File: src/rtl/sr_window_ctrl.sv
// sr_window_ctrl
//   Streams pixels of a frame into an external 3-stage shift chain (SR1..SR3)
//   and tells the down-sampling datapath when the chain holds a window worth
//   processing. Every STRIDE-th position with a full 3-pixel chain produces a
//   window. The controller then stalls intake until the datapath acknowledges
//   that window. Windows never cross a row boundary.
//
// Ports
//   clk        : single clock, rising edge
//   rst_n      : asynchronous active-low reset
//   start      : begins a frame when sampled high while idle
//   pix_in     : incoming 8-bit pixel
//   pix_valid  : pix_in holds a valid pixel
//   pix_ready  : a pixel can be accepted this cycle
//   sr_data    : registered pixel feeding SR1 of the shift chain
//   sr_shift   : one-cycle pulse, the chain shifts in sr_data
//   win_valid  : SR1..SR3 hold a settled window awaiting win_ack
//   win_ack    : the datapath has consumed the window
//   col_idx    : pixels accepted in the current row
//   row_idx    : rows completed in the current frame
//   row_done   : one-cycle pulse at the end of each row
//   frame_done : one-cycle pulse at the end of the frame
//   busy       : high whenever a frame is in progress
module sr_window_ctrl #(
  parameter int ROW_WIDTH = 256,
  parameter int ROWS      = 256,
  parameter int STRIDE    = 2
) (
  input  logic       clk,
  input  logic       rst_n,
  input  logic       start,
  input  logic [7:0] pix_in,
  input  logic       pix_valid,
  output logic       pix_ready,
  output logic [7:0] sr_data,
  output logic       sr_shift,
  output logic       win_valid,
  input  logic       win_ack,
  output logic [8:0] col_idx,
  output logic [8:0] row_idx,
  output logic       row_done,
  output logic       frame_done,
  output logic       busy
);

  localparam logic [8:0] LP_ROW_WIDTH = 9'(ROW_WIDTH);
  localparam logic [8:0] LP_ROWS      = 9'(ROWS);
  localparam logic [8:0] LP_STRIDE    = 9'(STRIDE);

  typedef enum logic [2:0] {
    S_IDLE,
    S_RUN,
    S_SETTLE,
    S_WAIT_ACK,
    S_ROW_END
  } state_t;

  state_t     r_state;
  state_t     w_stateNext;

  logic [7:0] r_srData;
  logic       r_srShift;
  logic [8:0] r_colIdx;
  logic [8:0] r_rowIdx;
  logic [1:0] r_fill;
  logic       r_rowDone;
  logic       r_frameDone;

  logic       w_accept;
  logic [8:0] w_colNext;
  logic [8:0] w_colOffset;
  logic [1:0] w_fillNext;
  logic       w_qualify;
  logic [8:0] w_rowNext;
  logic       w_lastRow;

  assign w_accept    = pix_valid && (r_state == S_RUN);
  assign w_colNext   = r_colIdx + 9'd1;
  assign w_fillNext  = (r_fill == 2'd3) ? 2'd3 : (r_fill + 2'd1);
  // Only evaluated once the chain is full, so col_idx is at least 3 here
  // and the subtraction cannot wrap in a way that matters.
  assign w_colOffset = w_colNext - 9'd3;
  assign w_qualify   = (w_fillNext == 2'd3) && ((w_colOffset % LP_STRIDE) == 9'd0);
  assign w_rowNext   = r_rowIdx + 9'd1;
  assign w_lastRow   = (w_rowNext == LP_ROWS);

  // State register.
  always_ff @(posedge clk or negedge rst_n) begin
    if (!rst_n) begin
      r_state <= S_IDLE;
    end else begin
      r_state <= w_stateNext;
    end
  end

  // Next-state decode. A qualifying accept always takes the window path, even
  // on the last column; the row end then follows the window's acknowledge.
  always_comb begin
    w_stateNext = r_state;
    case (r_state)
      S_IDLE: begin
        if (start) begin
          w_stateNext = S_RUN;
        end
      end
      S_RUN: begin
        if (w_accept) begin
          if (w_qualify) begin
            w_stateNext = S_SETTLE;
          end else if (w_colNext == LP_ROW_WIDTH) begin
            w_stateNext = S_ROW_END;
          end
        end
      end
      S_SETTLE: begin
        w_stateNext = S_WAIT_ACK;
      end
      S_WAIT_ACK: begin
        if (win_ack) begin
          w_stateNext = (r_colIdx == LP_ROW_WIDTH) ? S_ROW_END : S_RUN;
        end
      end
      S_ROW_END: begin
        w_stateNext = w_lastRow ? S_IDLE : S_RUN;
      end
      default: begin
        w_stateNext = S_IDLE;
      end
    endcase
  end

  // Datapath registers. row_done/frame_done are set on the edge that enters
  // ROW_END so they are high exactly during that state; the row counter and
  // column clear happen on the edge that leaves it.
  always_ff @(posedge clk or negedge rst_n) begin
    if (!rst_n) begin
      r_srData    <= 8'd0;
      r_srShift   <= 1'b0;
      r_colIdx    <= 9'd0;
      r_rowIdx    <= 9'd0;
      r_fill      <= 2'd0;
      r_rowDone   <= 1'b0;
      r_frameDone <= 1'b0;
    end else begin
      r_srShift   <= w_accept;
      r_rowDone   <= (w_stateNext == S_ROW_END);
      r_frameDone <= (w_stateNext == S_ROW_END) && w_lastRow;
      if (w_accept) begin
        r_srData <= pix_in;
        r_colIdx <= w_colNext;
        r_fill   <= w_fillNext;
      end
      if ((r_state == S_IDLE) && start) begin
        r_colIdx <= 9'd0;
        r_rowIdx <= 9'd0;
        r_fill   <= 2'd0;
      end
      if (r_state == S_ROW_END) begin
        r_rowIdx <= w_rowNext;
        r_colIdx <= 9'd0;
        r_fill   <= 2'd0;
      end
    end
  end

  assign pix_ready  = (r_state == S_RUN);
  assign win_valid  = (r_state == S_WAIT_ACK);
  assign busy       = (r_state != S_IDLE);
  assign sr_data    = r_srData;
  assign sr_shift   = r_srShift;
  assign col_idx    = r_colIdx;
  assign row_idx    = r_rowIdx;
  assign row_done   = r_rowDone;
  assign frame_done = r_frameDone;

endmodule
File: config.mk
export PLATFORM = sky130hd
export DESIGN_NAME = sr_window_ctrl
export DESIGN_NICKNAME = d
export VERILOG_FILES = /design/src/rtl/sr_window_ctrl.sv
export SDC_FILE = /design/constraint.sdc
export NUM_CORES = 1
export LEC_CHECK = 0
export BUFFER_PORTS_ARGS = -buffer_cell sky130_fd_sc_hd__buf_2
export CAP_MARGIN = 10
export CORE_MARGIN = 2
export CORE_UTILIZATION = 49
export CTS_CLUSTER_SIZE = 16
export DETAILED_ROUTE_END_ITERATION = 8
export PLACE_DENSITY = 0.8
export SYNTH_ARGS = -nofsm -noshare
export SYNTH_HDL_FRONTEND = slang
export SYNTH_SLANG_ARGS = --single-unit
File: constraint.sdc
create_clock -name clk -period 2.93 [get_ports clk]
set_clock_uncertainty 0.2 [all_clocks]
set_input_delay 0.586 -clock clk [delete_from_list [all_inputs] [get_ports clk]]
set_output_delay 0.586 -clock clk [all_outputs]
set_load 0.02 [all_outputs]
==> results.md <==
Power and ir drop:
- The post-layout total power is 1.72 mW.
- The standby leakage power is 1.08 nW.
- Dividing total power by cell area gives a power density of 806 nW/um^2.
- The peak supply drop is 0.000500 V.

Route:
- After detailed routing, the number of remaining DRC violations is 0.
- The DRC violation total after the first TritonRoute iteration is 112.
- The via-per-instance ratio is 5.64.
- The routed layout has about 1600 vias.
- The aggregate routed wire length is 4150 microns.
- After detailed routing, the average wire length per cell comes to 14.4 microns.
- The detail route stage leaves a number of antenna-violating nets equal to 0.
- The number of detailed-route iterations in the first pass is 5.

Clock network:
- Counting along the longest clock path gives a buffer depth of 2.
- The CTS tree is yes.
- The clock latency at the later pin of the worst-skew pair is 0.34 ns.
- The number of buffers inserted during clock tree synthesis is 5.
- The total of cells resized after clock tree synthesis is 0.
- The number of setup buffers added after CTS is 0.
- The tree built by TritonCTS fans out to 34 sinks.
- After clock tree synthesis, the clock-pin slew on the worst setup and hold paths is 0.12 ns.
- The clock tree root buffer cell is clkbuf_4.
- The H-tree was split into 2 levels.
- Buffers inserted to repair hold after CTS numbered 0.

STA:
- Setup total negative slack on the finished layout was measured at 0 ns.
- The number of failing hold endpoints at the final stage was 0.
- The routed design could run at a clock period as short as ~2.2 ns.
- For the pin with the worst max-slew slack, the measured transition is 0.765 ns.
- Dividing the final minimum period by the clock period gives 74.2%.
- The normalized max-slew margin is ~49%.
- Setup violations remaining at the end of the flow were counted as 0.
- The fmax is 0.460 GHz.
- Setup repair after global routing left no endpoint under its margin.
- The smallest setup slack after layout is ~0.76 ns.
- The number of pins with negative max-slew slack in the final report is 0.

Layout:
- The post-route netlist has 26.9% of its cells at a drive strength greater than 1.
- In the final layout, the multi-input gates occupy 873 sq um.
- The total inserted antenna cells is 0.
- In the layout the commonest cells are 45 x nand2_1, 44 x buf_2, 34 x dfrtp_1.
- The area overhead of the layout relative to synthesis is 19.0%.
- After the flow finishes, the layout carries non-filler instances totaling roughly 290.
- In the final layout, flip-flops and latches occupy 851 sq um.
- The commonest non-fill, non-tap cell in the layout is nand2_1.
- The number of nets at the end of the flow is 258.
- The filler cells instantiated in the layout total about 300.

Min path:
- The worst min-delay path category is in -> async.

GRT:
- The overflow left after global routing is 0.
- The number of antenna violations at the first check in global routing is 0.
- The global-route total usage across every layer is 21.7%.
- Entering global routing, the biggest net connects 35 pins.
- The via count of the first global-routing pass came to roughly 1500.
- The global-route wire length before repair is 7020 microns.

Yosys:
- The number of synthesized register bits is 34.
- The synthesized cell area is 1800 sq um.
- After synthesis, the share of flip-flops with an asynchronous set or reset is 100%.
- The sequential cell area fraction in the yosys report is between 40% and 50%.
- The number of warnings printed during yosys synthesis is 0.
- Sorting the synthesized cells by area gives the leading types as dfrtp_1 47%, nand2_1 9.4%, o21ai_0 6.1%, ha_1 2.8%, nor2_1 2.3%.
- The number of cells produced by synthesis is 198.
- In this run, distinct cell masters in the synthesized netlist total 44.
- The top cell type by area accounts for 47.4% of the synthesized area.
- The synthesized netlist net count is 215.
- In this run, synthesis inferred 0 flip-flops with an integrated enable.
- Each instance of the synthesized netlist takes up on average 9.07 sq um.
- The library cell with the largest summed area after synthesis is dfrtp_1.
- The dominant synthesized flop cell is dfrtp_1.

Setup path:
- The library cell contributing the largest single delay on the critical path is dfrtp_1.
- The worst setup path is of the reg -> out kind.
- Data on the critical path arrives at its endpoint at 1.39 ns.
- Walking the worst path, the cells encountered are or3_1 -> buf_2.
- The worst-path maximum fanout is 10.
- At the worst endpoint, the required time is 2.14 ns.
- The startpoint type of the worst setup path is a flop.
- For this run, the slowest stage of the critical path takes 0.50 ns.
- STA classifies the critical path endpoint as an output port.

Floorplanning:
- The floorplan step set the die width to between 60 and 70 microns.
- The core footprint is 3420 sq um.
- The row count is 21.
- The number of top-level pins is between 40 and 50.
- In this run the vertical extent of the chip is 64.6 microns.
- The area of the die is 4170 sq um.
- The effective utilization at floorplan is a little over half.

Placed design:
- Routability-driven placement finished with a final weighted congestion of 0.825.
- The number of placed instances with taps included is 280.
- During placement, the flow inserted port buffers numbering 44.
- At the placement stage, the worst setup path has a slack of 0.836 ns.
- The HPWL reported at the end of detailed placement is 2840 microns.

Outcome:
- The run finished with clean final reports.

Job:
- Max-cap violations in this run came to 0.
==> report_power, final <==
part / switching (mW) / internal, mW / leakage, nW
sequential: 0.121 / 0.578 / 0.449
combinational: 0.391 / 0.199 / 0.574
clock: 0.168 / 0.267 / 0.0554
==> synth_stat cells, drive strengths merged (2+ instances only) <==
cell type and number:
o21ai 24, and3 4, or3 2, nand4 6, ha 4, dfrtp 34
a211oi 3, mux2i 2, o21a 2, a21oi 6, nand3 7, inv 6
clkbuf 5, nor3b 3, buf 4, nor2 11, a31oi 4, nor3 2
xnor2 2, and4 3, and2 3, o41ai 3, nand2 45
==> state kept, by name, summed over array words and instances (netlist names) <==
register / cells
row_done: 1
r_fill: 2
col_idx: 9
r_state: 3
sr_data: 8
frame_done: 1
sr_shift: 1
row_idx: 9
==> path summary, 6_finish.rpt <==
kind,to,depth (start not counted),startpoint,slack (ns)
worst max register to register,r_state[0],7,r_state[2],0.77
min in group clk,sr_data[6],3,pix_in[6],0.23
worst max-delay path,busy,2,r_state[2],0.76
max in group asynchronous,r_state[0],1,rst_n,1.94
worst min-delay path,col_idx[7],1,rst_n,0.10
worst min register to register,sr_data[4],2,sr_data[4],0.29
==> metal layers <==
layer,vias to the layer above,wire length [microns],global-route usage [%]
li1,790,-,-
met3,8,279,5.90
met5,-,0,0
met2,62,1920,32.8
met1,763,1870,29.4
met4,0,83,9.31
==> layout make-up <==
type	instances	share of cell area, %
clock inverter	3	3.22
clock buffer	5	1.76
sequential	34	39.8
timing repair buffer	45	10.6
multi-input combinational	149	40.8
inverter	6	1.05
tap	46	2.69
==> logic make-up (layout without fill, tap and decap cells) <==
logic type                 count (synthesis)  after routing  share of synthesized area, %
AOI/OAI and AO/OA                         49             49                          17.0
xor gates and xnor gates                   3              3                          1.46
adders and majority gates                  4              4                          2.79
buffers and inverters                     15             59                          4.04
DFF                                       34             34                          47.4
muxes                                      2              2                          1.11
and+or+nand+nor                           91             91                          26.3
==> stage by stage <==
stage	utilization, %	hold slack [ns]	instance area [sq um]
2_1_floorplan	-	0.0904	1800
3_3_place_gp	59.5	0.255	2030
3_5_place_dp	59.5	0.262	2030
4_1_cts	62.6	0.121	2140
5_1_grt	62.6	0.146	2140
6_report	62.6	0.103	2140
==> critical path, delay by kind of cell (launching register included) <==
| family | cells | cell delay (ns) |
|---|---|---|
| buffers and inverters | 1 | 0.16 |
| flip-flops | 1 | 0.50 |
| AND/OR/NAND/NOR | 1 | 0.39 |
Power figures use the tool's default switching activity.
